$ cat src/rtl/ifu_fetch.sv
// rtl/ifu_fetch.sv - instruction fetch stage: PC holder, single-beat read, decode handoff
// One read in flight at a time; the next PC is looped back from writeback before refetch.
module ifu_fetch #(
  parameter int              XLEN     = 32,
  parameter logic [XLEN-1:0] RESET_PC = 32'h8000_0000
) (
  input  logic            clock,
  input  logic            reset,
  input  logic            valid_pre_i,
  input  logic [XLEN-1:0] dnpc_i,
  output logic            ready_pre_o,
  output logic            arvalid_o,
  output logic [XLEN-1:0] araddr_o,
  input  logic            arready_i,
  input  logic            rvalid_i,
  input  logic [XLEN-1:0] rdata_i,
  input  logic [1:0]      rresp_i,
  output logic            rready_o,
  output logic            valid_post_o,
  input  logic            ready_post_i,
  output logic [XLEN-1:0] pc_o,
  output logic [XLEN-1:0] inst_o,
  output logic [1:0]      fault_o,
  output logic [63:0]     fetch_cnt_o
);

  typedef enum logic [2:0] {BOOT, ADDR, DATA, SEND, WAIT_PC} state_t;

  localparam logic [1:0] FAULT_NONE   = 2'b00;
  localparam logic [1:0] FAULT_ACCESS = 2'b01;
  localparam logic [1:0] FAULT_MISAL  = 2'b10;

  state_t          state_q, state_d;
  logic [XLEN-1:0] pc_q, pc_d;
  logic [XLEN-1:0] inst_q, inst_d;
  logic [1:0]      fault_q, fault_d;
  logic [63:0]     fetch_cnt_q, fetch_cnt_d;

  always_ff @(posedge clock or posedge reset) begin
    if (reset) begin
      state_q     <= BOOT;
      pc_q        <= RESET_PC;
      inst_q      <= '0;
      fault_q     <= FAULT_NONE;
      fetch_cnt_q <= '0;
    end else begin
      state_q     <= state_d;
      pc_q        <= pc_d;
      inst_q      <= inst_d;
      fault_q     <= fault_d;
      fetch_cnt_q <= fetch_cnt_d;
    end
  end

  always_comb begin
    state_d     = state_q;
    pc_d        = pc_q;
    inst_d      = inst_q;
    fault_d     = fault_q;
    fetch_cnt_d = fetch_cnt_q;
    unique case (state_q)
      BOOT: state_d = ADDR;
      ADDR: if (arready_i) state_d = DATA;
      DATA: if (rvalid_i) begin
        state_d = SEND;
        inst_d  = rdata_i;
        fault_d = (rresp_i != 2'b00) ? FAULT_ACCESS : FAULT_NONE;
      end
      SEND: if (ready_post_i) begin
        state_d     = WAIT_PC;
        fetch_cnt_d = fetch_cnt_q + 64'd1;
      end
      WAIT_PC: if (valid_pre_i) begin
        pc_d = dnpc_i;
        // A misaligned target never reaches memory; decode gets the fault directly.
        if (dnpc_i[1:0] == 2'b00) begin
          state_d = ADDR;
        end else begin
          state_d = SEND;
          inst_d  = '0;
          fault_d = FAULT_MISAL;
        end
      end
      default: state_d = BOOT;
    endcase
  end

  assign arvalid_o    = (state_q == ADDR);
  assign rready_o     = (state_q == DATA);
  assign valid_post_o = (state_q == SEND);
  assign ready_pre_o  = (state_q == WAIT_PC);
  assign araddr_o     = pc_q;
  assign pc_o         = pc_q;
  assign inst_o       = inst_q;
  assign fault_o      = fault_q;
  assign fetch_cnt_o  = fetch_cnt_q;

endmodule

$ cat config.mk
export PLATFORM = sky130hd
export DESIGN_NAME = ifu_fetch
export DESIGN_NICKNAME = d
export VERILOG_FILES = /design/src/rtl/ifu_fetch.sv
export SDC_FILE = /design/constraint.sdc
export NUM_CORES = 1
export LEC_CHECK = 0
export ABC_CLOCK_PERIOD_IN_PS = 5300
export CORE_MARGIN = 8
export CORE_UTILIZATION = 44
export DETAILED_ROUTE_END_ITERATION = 10
export PLACE_DENSITY_LB_ADDON = 0.08
export SYNTH_ARGS = -nofsm -noshare
export SYNTH_HDL_FRONTEND = slang
export SYNTH_SLANG_ARGS = --single-unit
$ cat constraint.sdc
create_clock -name clock -period 5.3 [get_ports clock]
set_input_delay 0.53 -clock clock [delete_from_list [all_inputs] [get_ports clock]]
set_output_delay 0.53 -clock clock [all_outputs]
set_load 0.01 [all_outputs]
==> impl_metrics.csv, run 1 <==
group,metric,value,unit
synth,synthCells,549,
sta,finalSetupTns,0,ns
die,die_y,133,um
job,maxCapViolCount,0,
placement,gp_congestion,0.796,
synth,synth_edf_count,0,
setup_path,crit_chain,"or3b_1, buf_4, inv_1, clkdlybuf4s50_1",
placement,portBuffers,237,
synth,synth_top_cell_area_share,0.552,
synth,ys.flop_type,"dfrtp_1",
synth,yosys-top-cells-count,"dfrtp_1, nand2_1, xnor2_1, o21ai_0, buf_4",
setup_path,crit_family,"buffers and inverters",
clocking,cts_tree,"built",
placement,hpwl,12400,um
min_path,hold_class,"reg -> reg",
synth,avgSynthCellArea,10.9,um^2
synth,synth_fp_nets,622,
sta,hold_slack,0.473,ns
cells_and_area,drive_above_1_share,0.113,
clocking,post_cts_resized,0,
grt,grt_use_met1,0.204,
clocking,cts_max_level,4,
grt,grt_pass1_wl,26800,um
sta,tightest_slew,0.886,ns
die,core,13200,um^2
grt,track_usage,0.192,
routing,drc,0,
clocking,holdBufCountCts,0,
synth,synthArstFlopShare,1.00,
setup_path,crit_fanout,35,
setup_path,rrSetupSlack,2.98,ns
grt,grt_pass1_vias,4956,
sta,worst_slack,2.47,ns
cells_and_area,n_antenna_cell,0,
setup_path,critical_path.startpoint_type,"register",
cells_and_area,area_growth,50.0,%
sta,slew_headroom,0.409,
synth,synthesis.area,5980,um^2
cells_and_area,final_cells,947,
placement,placed_area,8290,um^2
die,ioPinCount,238,
sta,rsz0062_at_grt,"false",
routing,vias,4673,
die,die-area,17600,um^2
power,power.density,486,nW/um^2
synth,yosys.area.top_type,"dfrtp_1",
setup_path,cp.arrival,2.30,ns
die,rows,42,
sta,period_minus_slack,2.83,ns
clocking,cts_buffers,17,
routing,wl_per_cell,17.6,um
outcome,outcome,"finished, final reports clean",
grt,met3_usage,0.116,
placement,place_ws,2.62,ns
die,start_util,0.452,
sta,slew_viol_final,0,
grt,grt_max_degree,71,
synth,ys_seq_area_frac,0.556,
setup_path,cp-end-kind,"output port",
clocking,clk_pin_slew_worst_paths,0.06,ns
synth,synthTopCellsByArea,"dfrtp_1, nand2_1, xnor2_1",
grt,grt-ovfl-total,0,
die,die_w,133,um
sta,setup_viol,0,
synth,yosysWarnings,0,
grt,grtUsageMet2,0.313,
power,irDropWorstVdd,0.384,mV
synth,synth_cell_type_count,42,
clocking,clk_latency,0.42,ns
grt,grt.busiest_layer,"met2",
power,leakage,3.98,nW
placement,dpl.cell_count,915,
setup_path,crit_buf_inv,3,
synth,synth-seq-cells,133,
clocking,clock-sinks,133,
setup_path,crit_path_max_incr_delay,0.53,ns
sta,post-route-period-util,0.535,
clocking,post_cts_buffers,0,
synth,synth_most_common_cell,"dfrtp_1",
sta,hold_viol_final,0,
clocking,root_buffer,"clkbuf_16",
setup_path,crit_type,"reg -> out",
cells_and_area,layout.nets,831,
grt,antenna_found_initial,0,
setup_path,worstPathRequired,4.77,ns
setup_path,cp_slowest_cell,"clkdlybuf4s50_1",
routing,first_pass_iters,4,
cells_and_area,final_area,8980,um^2
routing,first_iter_violations,292,
sta,max_freq,353,MHz
routing,drt_wl_total,16700,um
clocking,cts_max_path_buffers,2,
routing,antenna_left,0,
sta,clock_skew,0.00871,ns
routing,vias_per_cell,4.93,
[layout make-up]
| type | count | area, um^2 |
|---|---|---|
| clock inverters | 9 | 195 |
| flip-flops and latches | 133 | 3330 |
| repair buffers | 242 | 2410 |
| multi-input cells | 354 | 2290 |
| inverters | 10 | 40.0 |
| fillers | 1045 | 4270 |
| clock buffers | 23 | 488 |
| well taps | 176 | 220 |
[cells by family after synthesis]
group | Yosys count | share of synthesized area
adder cells (fa/ha/maj) | 1 | 0.00209
multiplexers | 32 | 0.0602
buffers and inverters | 62 | 0.0633
AO/OA/AOI/OAI | 43 | 0.0374
AND/OR/NAND/NOR | 215 | 0.188
flip-flops | 133 | 0.556
XOR/XNOR | 63 | 0.0922
[state kept, by name, indices dropped and copies added (netlist names)]
| register | flops |
|---|---|
| fetch_cnt_o | 64 |
| araddr_o | 32 |
| state_q | 3 |
| inst_o | 32 |
| fault_o | 2 |
[path summary, 6_finish.rpt]
kind / from / to / cells past startpoint
min in group asynchronous: reset / inst_o[12]$_DFFE_PP0P_ / 3
min reg2reg: inst_o[10]$_DFFE_PP0P_ / inst_o[10]$_DFFE_PP0P_ / 2
max in group asynchronous: reset / fetch_cnt_o[14]$_DFFE_PP0P_ / 3
min: inst_o[10]$_DFFE_PP0P_ / inst_o[10]$_DFFE_PP0P_ / 2
max reg2reg: state_q[0]$_DFFE_PP0P_ / inst_o[24]$_DFFE_PP0P_ / 7
max: state_q[0]$_DFFE_PP0P_ / ready_pre_o / 4
[layout by cell type, fill, tap and decap left out, drive strengths merged, types with 5 or more instances in the layout]
cell type        n
nand3           24
and3             9
clkdlybuf4s50  237
nor2            20
xnor2           42
inv             10
nor4             9
o21ai           40
mux2            32
nand2           98
bufinv           6
dfrtp          132
clkbuf          23
buf              5
xor2            21
nand4           22
nor3            19
[per-stage QoR]
step,power (W),util
after global routing,0.00458,0.678
after CTS,0.00442,0.678
after global placement,0.00301,0.626
final,0.00436,0.678
after floorplan,0.00221,-
after detailed placement,0.00304,0.626
[worst reg2reg max path, delay by kind of cell (launching register included)]
kind                   cells  cell delay, ns
and+or+nand+nor            2            0.67
AOI/OAI and AO/OA          3            0.44
buffers and inverters      2            0.57
DFF                        1            0.50
[metal layers]
layer | share of wire | wire length (um) | vias up
met5 | 0 | 0 | -
met4 | 0.012 | 197 | 0
met3 | 0.11 | 1800 | 15
met2 | 0.50 | 8280 | 152
met1 | 0.38 | 6380 | 2258
li1 | - | - | 2248
[report_power, final]
part | switching (W) | total (W) | internal, W
clock network | 0.000424 | 0.00135 | 0.000930
logic | 0.000615 | 0.00150 | 0.000883
registers | 0.000220 | 0.00151 | 0.00129
No activity file was read; power rests on OpenSTA's default activity.
==> run 2: changes to the inputs <==
- ABC_CLOCK_PERIOD_IN_PS: 5300 -> 2400
- CORE_UTILIZATION: 44 -> 40
- clock period: 5.3 -> 2.4 ns (I/O delays scaled with it)
==> run 2 against run 1 <==
Die area is 8.8% higher. Sequential power is 120% higher. First-iteration DRC count is 14% lower. Worst hold slack worse by 0.25 ns. Register-to-register slack worse by 2.7 ns. Critical path type unchanged. Highest routed layer unchanged.
==> impl_metrics.csv, run 2 (synthesized netlist as in run 1, its figures left out) <==
group,metric,value,unit
placement,gp_congestion,0.766,
die,ioPinCount,238,
clocking,post_cts_resized,0,
power,power.density,1070,nW/um^2
die,die_y,138,um
clocking,cts_max_level,4,
job,maxCapViolCount,0,
cells_and_area,largest_reg_flops,64,
sta,period_minus_slack,2.26,ns
power,irDropWorstVdd,0.684,mV
sta,clock_skew,0.00955,ns
outcome,outcome,"finished, final reports clean",
min_path,hold_class,"in -> async",
setup_path,worstPathRequired,2.16,ns
clocking,cts_buffers,17,
cells_and_area,area_growth,51.7,%
sta,finalSetupTns,0,ns
cells_and_area,multi_input_area,2300,um^2
clocking,clk_latency,0.42,ns
setup_path,r2r-end,"fetch_cnt_o[63]$_DFFE_PP0P_",
clocking,holdBufCountCts,0,
cells_and_area,register_area,3330,um^2
sta,setup_viol,0,
setup_path,crit_fanout,11,
clocking,clock-sinks,133,
routing,drt_wl_total,16700,um
cells_and_area,final_area,9080,um^2
setup_path,critical_path.startpoint_type,"register",
clocking,cts_max_path_buffers,2,
placement,hpwl,12800,um
sta,max_freq,443,MHz
setup_path,rrSetupSlack,0.27,ns
grt,track_usage,0.178,
sta,slew_headroom,0.578,
routing,vias,4649,
sta,slew_viol_final,0,
sta,rsz0062_at_grt,"false",
grt,grt_max_degree,68,
grt,grt_pass1_wl,27700,um
sta,worst_slack,0.145,ns
die,die-area,19100,um^2
grt,antenna_found_initial,0,
cells_and_area,drive_above_1_share,0.121,
routing,antenna_left,0,
power,leakage,4.01,nW
die,rows,44,
cells_and_area,n_antenna_cell,0,
clocking,post_cts_buffers,0,
sta,hold_viol_final,0,
die,die_w,138,um
sta,tightest_slew,0.629,ns
cells_and_area,layout_common_cells,"clkdlybuf4s50_1, dfrtp_1, nand2_1",
setup_path,crit_type,"reg -> out",
routing,drc,0,
setup_path,cp-end-kind,"output port",
sta,post-route-period-util,0.940,
setup_path,rr_startpoint,"fetch_cnt_o[5]$_DFFE_PP0P_",
die,start_util,0.410,
placement,place_ws,0.176,ns
setup_path,cp.arrival,2.02,ns
grt,grt_pass1_vias,4983,
clocking,root_buffer,"clkbuf_16",
routing,wl_per_cell,17.4,um
cells_and_area,layout.nets,835,
clocking,clk_pin_slew_worst_paths,0.06,ns
clocking,cts_tree,"built",
cells_and_area,fillerInstances,1205,
setup_path,worstRegToRegCells,5,
routing,vias_per_cell,4.85,
die,core,14600,um^2
routing,first_pass_iters,4,
cells_and_area,final_common_cell,"clkdlybuf4s50_1",
placement,portBuffers,237,
placement,placed_area,8370,um^2
routing,first_iter_violations,250,
grt,grt-ovfl-total,0,
-- run 2: cell count changes in the layout (fill, tap and decap cells not counted), sizes merged --
cell / previous run / this run
buf: 5 / 9
bufinv: 6 / 7
clkbuf: 23 / 19
clkinvlp: 0 / 4
inv: 10 / 9
-- run 2: how the worst max path moves through the flow --
stage	startpoint	endpoint	slack, ns	cells after the start
2_1_floorplan	reset	araddr_o[0]$_DFFE_PP0P_	0.51	1
3_3_place_gp	ready_post_i	fetch_cnt_o[59]$_DFFE_PP0P_	0.28	6
3_5_place_dp	ready_post_i	fetch_cnt_o[63]$_DFFE_PP0P_	0.18	6
4_1_cts	state_q[0]$_DFFE_PP0P_	ready_pre_o	0.05	3
5_1_grt	state_q[0]$_DFFE_PP0P_	ready_pre_o	0.07	3
6_report	state_q[2]$_DFFE_PP0P_	ready_pre_o	0.14	3
-- run 2: worst max-delay path, stage by stage (launching register included) --
cell and delay [ns]:
dfrtp_1 0.51, or3b_4 0.47, inv_1 0.07, clkdlybuf4s50_1 0.56
-- run 2: area by class of cell --
cell class | instances | area share
clock buffer | 19 | 0.0499
clock inverter | 13 | 0.0277
inverter | 10 | 0.00455
multi-input combinational | 354 | 0.253
sequential | 133 | 0.367
tap | 184 | 0.0254
timing repair buffer | 246 | 0.273
-- run 2: routing by layer --
metal  vias to the layer above  GRT usage  share of wire
met1                      2250      0.196           0.39
met2                       135      0.293           0.50
met4                         0     0.0498         0.0084
met5                         -          0              0
li1                       2255          -              -
met3                         9     0.0932          0.099
-- run 2: through the flow --
step / std cells / utilization / hold WS (ns) / power (W)
floorplan: 549 / - / 0.352 / 0.00489
global placement: 927 / 0.574 / 0.461 / 0.00666
detailed placement: 927 / 0.574 / 0.458 / 0.00672
CTS: 959 / 0.622 / 0.230 / 0.00984
global route: 959 / 0.622 / 0.264 / 0.0102
finish: 959 / 0.622 / 0.226 / 0.00970
-- run 2: report_power, final --
part / internal, W / total, W / leakage [nW] / switching [W]
registers: 0.00285 / 0.00333 / 1.73 / 0.000480
logic: 0.00197 / 0.00330 / 1.94 / 0.00134
clock network: 0.00210 / 0.00307 / 0.335 / 0.000960
total: 0.00692 / 0.00970 / 4.01 / 0.00278
